$ cat src/rtl/stream_arb2_sel_pkg.sv
// Shared definitions for the two-source packet-locking stream arbiter:
// FSM state encodings and the default payload width.
package stream_arb2_sel_pkg;

    localparam int DEF_WIDTH = 8;

    typedef enum logic [1:0] {
        ST_ARB   = 2'd0,
        ST_LOCK0 = 2'd1,
        ST_LOCK1 = 2'd2
    } state_e;

endpackage

$ cat src/rtl/stream_arb2_sel_pick.sv
// Combinational grant for the 2-input arbiter. A locked packet pins the grant
// to its owner; in ARB the source not named by rr_ptr wins a tie.
module rr_pick2
    import stream_arb2_sel_pkg::*;
(
    input  state_e state,
    input  logic   rr_ptr,
    input  logic   in0_valid,
    input  logic   in1_valid,
    output logic   grant
);

    always_comb begin
        grant = 1'b0;
        case (state)
            ST_LOCK0: grant = 1'b0;
            ST_LOCK1: grant = 1'b1;
            default: begin
                if (in0_valid && in1_valid) grant = ~rr_ptr;
                else if (in1_valid)         grant = 1'b1;
                else                        grant = 1'b0;
            end
        endcase
    end

endmodule

$ cat src/rtl/stream_arb2_sel.sv
// Round-robin 2:1 stream arbiter with packet lock and a registered output
// stage; out_src is the select for the downstream data mux.
module stream_arb2_sel
    import stream_arb2_sel_pkg::*;
#(
    parameter int WIDTH = DEF_WIDTH
) (
    input  logic             clk,
    input  logic             rst,
    input  logic             in0_valid,
    output logic             in0_ready,
    input  logic [WIDTH-1:0] in0_data,
    input  logic             in0_last,
    input  logic             in1_valid,
    output logic             in1_ready,
    input  logic [WIDTH-1:0] in1_data,
    input  logic             in1_last,
    output logic             out_valid,
    input  logic             out_ready,
    output logic [WIDTH-1:0] out_data,
    output logic             out_last,
    output logic             out_src
);

    state_e           state_q, state_d;
    logic             rr_ptr_q, rr_ptr_d;
    logic             out_valid_q, out_valid_d;
    logic [WIDTH-1:0] out_data_q, out_data_d;
    logic             out_last_q, out_last_d;
    logic             out_src_q, out_src_d;

    logic             grant;
    logic             load_en;
    logic             xfer;
    logic             sel_last;
    logic [WIDTH-1:0] sel_data;

    rr_pick2 u_pick (
        .state     (state_q),
        .rr_ptr    (rr_ptr_q),
        .in0_valid (in0_valid),
        .in1_valid (in1_valid),
        .grant     (grant)
    );

    // The output slot can take a beat when empty or draining this cycle.
    assign load_en   = !out_valid_q || out_ready;
    assign in0_ready = load_en && !grant;
    assign in1_ready = load_en && grant;
    assign xfer      = load_en && (grant ? in1_valid : in0_valid);
    assign sel_data  = grant ? in1_data : in0_data;
    assign sel_last  = grant ? in1_last : in0_last;

    always_comb begin
        state_d     = state_q;
        rr_ptr_d    = rr_ptr_q;
        out_valid_d = out_valid_q;
        out_data_d  = out_data_q;
        out_last_d  = out_last_q;
        out_src_d   = out_src_q;
        if (xfer) begin
            out_valid_d = 1'b1;
            out_data_d  = sel_data;
            out_last_d  = sel_last;
            out_src_d   = grant;
            rr_ptr_d    = grant;
            if (sel_last)   state_d = ST_ARB;
            else if (grant) state_d = ST_LOCK1;
            else            state_d = ST_LOCK0;
        end else if (load_en) begin
            out_valid_d = 1'b0;
        end
    end

    always_ff @(posedge clk or posedge rst) begin
        if (rst) begin
            state_q     <= ST_ARB;
            rr_ptr_q    <= 1'b1;
            out_valid_q <= 1'b0;
            out_data_q  <= '0;
            out_last_q  <= 1'b0;
            out_src_q   <= 1'b0;
        end else begin
            state_q     <= state_d;
            rr_ptr_q    <= rr_ptr_d;
            out_valid_q <= out_valid_d;
            out_data_q  <= out_data_d;
            out_last_q  <= out_last_d;
            out_src_q   <= out_src_d;
        end
    end

    assign out_valid = out_valid_q;
    assign out_data  = out_data_q;
    assign out_last  = out_last_q;
    assign out_src   = out_src_q;

endmodule

$ cat config.mk
export PLATFORM = sky130hd
export DESIGN_NAME = stream_arb2_sel
export DESIGN_NICKNAME = d
export VERILOG_FILES = /design/src/rtl/stream_arb2_sel_pkg.sv /design/src/rtl/stream_arb2_sel_pick.sv /design/src/rtl/stream_arb2_sel.sv
export SDC_FILE = /design/constraint.sdc
export NUM_CORES = 1
export LEC_CHECK = 0
export BUFFER_PORTS_ARGS = -buffer_cell sky130_fd_sc_hd__buf_2
export CORE_MARGIN = 4
export CORE_UTILIZATION = 48
export CTS_CLUSTER_DIAMETER = 30
export CTS_CLUSTER_SIZE = 10
export DETAILED_ROUTE_END_ITERATION = 7
export PLACE_DENSITY = 0.82
export SETUP_SLACK_MARGIN = 0.3
export SYNTH_ARGS = -nofsm -noshare
export SYNTH_HDL_FRONTEND = slang
export SYNTH_SLANG_ARGS = --single-unit
$ cat constraint.sdc
create_clock -name clk -period 2.25 [get_ports clk]
set_input_delay 0.225 -clock clk [delete_from_list [all_inputs] [get_ports clk]]
set_output_delay 0.225 -clock clk [all_outputs]
set_load 0.02 [all_outputs]
==> metrics.yaml <==
power:
  internal-power_mw: 0.764
  ir_drop_v: 0.000668
  power_per_cell_area_mw_per_mm2: 1400
  pwr-share-comb: 0.548
  p_clk_frac: 0.138
  switchingPower_mw: 0.632
  p_seq_frac: 0.314
  swShare: 0.453
  p_leak_nw: 0.457
sta:
  fmax_mhz: 531
  tightest_slew_ps: 552
  fin_skew_ps: 6.35
  post-route-period-util: 0.837
  grt_setup_unrepaired: "no"
  finalSetupTns_ps: 0
  slew_headroom: 0.632
  setup_viol_count_final: 0
  final-max-slew-violation-count: 0
  timing_hold_violations_final: 0
  post-route-min-period_ps: 1880
  whs_ps: 208
finish:
  fillers: 124
  finalNetCount: 141
  n_antenna_cell: 0
  area_delta_synth_final_pct: 31.0
  drive_above_1_share: 0.457
  final_area_sq_um: 998
  fin_util: 0.663
yosys:
  synth_ff_type: "dfrtp_1"
  synth_common_cells: "nor3_1, dfrtp_1, nor2_1"
  synth_cells: 79
  ys_types: 23
  synth.most_common_cell: "nor3_1"
  yosys.area.top_type_share: 0.427
  synth-seq-area-share: 0.461
  synth_area_sq_um: 762
  avgSynthCellArea_sq_um: 9.65
  synth.ff_latch_count: 14
  ys_warn_count: 0
  synth_edf_count: 0
  synth.largest_area_cell: "dfrtp_1"
  async_reset_ff_frac: 1.00
  syn_nets: 103
  synth_area_leaders: "dfrtp_1, nor3_1, nor2_1"
placed_design:
  portBuffers: 35
  post_dp_cell_area_sq_um: 918
  gp_congestion: 0.677
  dp_hpwl_mm: 1.39
run:
  drv_cap: 0
clock_tree:
  cts_tree: "done"
  path_clk_slew_ps: 100
  htreeDepth: 1
  clockBufferDepth: 2
  numCtsBuffers: 3
  clock_latency_ps: 290
  clock-root-buffer: "clkbuf_4"
  clock_sinks: 14
floorplanning:
  dieArea_sq_mm: 0.00229
  ios: 36
  die_x_microns: 47.8
  row_count: 14
  dieHeight_microns: 47.8
  fp.coreArea_sq_mm: 0.00151
  initial_core_util: 0.506
setup_path:
  crit_slowest_cell: "dfrtp_1"
  rrSetupSlack_ps: 580
  worstPathArrival_ps: 1660
  worstPathCellList: "ha_4, nor2b_4, a31o_4, nor2_1, buf_2"
  cp.required_ps: 2030
  slowest_delay_ps: 420
  reg2regPathDepth: 6
  start_kind: "flip-flop"
  r2r_start: "state_q[0]"
  critPathMaxFanout: 12
  end_kind: "primary output"
  reg2reg_to: "out_data[5]"
  crit_type: "reg -> out"
global_routing:
  grt_antenna_before_repair: 0
  first_global_vias: 721
  grtUsageTotal: 0.195
  grt_max_degree: 15
  overflow: 0
  grt_pass1_wl_mm: 2.99
min_path:
  whs_path_depth: 3
  whs_endpoint: "out_last"
  hold_path_class: "in -> reg"
  hold_path.startpoint: "in1_last"
route:
  dr.pass1.iters: 4
  route.vias.total: 747
  ant_nets: 0
  wl_mm: 1.98
  drt-vias-per-instance: 5.66
  drcViolationCount: 0
  drt_iter0_drc: 8
  wl_per_cell_microns: 15.0
run_status:
  status: "complete, no violations"
[critical path: cells and delay by family (launching register included)]
kind                       cells  cell delay, ps
DFF                            1             420
adders and majority gates      1             340
AOI/OAI and AO/OA              1             260
buffers and inverters          1             170
and+or+nand+nor                2             170
[kinds of logic (layout without fill, tap and decap cells)]
kind of cell	Yosys count	after routing	share of synthesized area
AOI/OAI and AO/OA	10	10	0.120
adders and majority gates	1	1	0.0164
buffers and inverters	6	43	0.0607
DFF	14	14	0.461
muxes	1	1	0.0197
and+or+nand+nor	47	47	0.322
[power groups by stage]
| stage | clock [mW] | sequential, mW | combinational, mW |
|---|---|---|---|
| 5_1_grt | 0.202 | 0.454 | 0.839 |
| 3_5_place_dp | 0 | 0.443 | 0.698 |
| 4_1_cts | 0.193 | 0.437 | 0.734 |
| 2_1_floorplan | 0 | 0.552 | 0.419 |
| 3_3_place_gp | 0 | 0.436 | 0.678 |
| 6_report | 0.193 | 0.438 | 0.765 |
[layer usage]
layer,track usage,vias to the layer above,share of wire
li1,-,351,-
met5,0,-,0
met4,0.167,0,0.033
met2,0.322,31,0.52
met3,0.0414,7,0.055
met1,0.209,358,0.39
[state kept, by name (all words and copies together) (netlist names)]
register	cells
out_data	8
rr_ptr_q	1
out_src	1
out_last	1
state_q	2
out_valid	1
[stage by stage]
stage / worst slack, ps / power, mW / std cells
3_3_place_gp: 433 / 1.11 / 126
2_1_floorplan: 530 / 0.970 / 79
5_1_grt: 319 / 1.50 / 132
4_1_cts: 225 / 1.36 / 132
3_5_place_dp: 360 / 1.14 / 126
6_report: 367 / 1.40 / 132
[cells in the final DEF (no fill, tap or decap), types with 2 or more instances in the layout]
| cell type | netlist | routed |
|---|---|---|
| a21o_1 | 2 | 2 |
| nor3_2 | 2 | 2 |
| clkbuf_4 | 0 | 3 |
| a21oi_1 | 4 | 4 |
| inv_1 | 2 | 2 |
| nand2_1 | 2 | 2 |
| nand2_2 | 2 | 2 |
| buf_2 | 1 | 35 |
| nor3_1 | 25 | 25 |
| nor2_1 | 11 | 11 |
| dfrtp_1 | 13 | 13 |
[final cells by class]
| type | instances | area (sq um) | area share |
|---|---|---|---|
| clock buffers | 4 | 36.3 | 0.0363 |
| inverters | 2 | 7.51 | 0.00752 |
| multi-input cells | 59 | 390 | 0.391 |
| flip-flops and latches | 14 | 352 | 0.352 |
| well taps | 16 | 20.0 | 0.0201 |
| repair buffers | 37 | 193 | 0.193 |
[how the worst max path moves through the flow]
stage,start,end,slack [ps],cells after the start
3_5_place_dp,state_q[0],in0_ready,360,6
5_1_grt,state_q[0],in0_ready,320,6
6_report,state_q[1],in0_ready,370,5
3_3_place_gp,state_q[0],in0_ready,430,6
4_1_cts,state_q[1],in0_ready,230,5
2_1_floorplan,state_q[1],in0_ready,530,5
[timing repair]
item / CTS / global route
hold buffers: 1 / 0
gates resized for setup: 2 / 3
buffers inserted: 1 / 0
hold endpoints to repair: 13 / 0
setup endpoints to repair: 2 / 2
No activity file was read; power rests on OpenSTA's default activity.
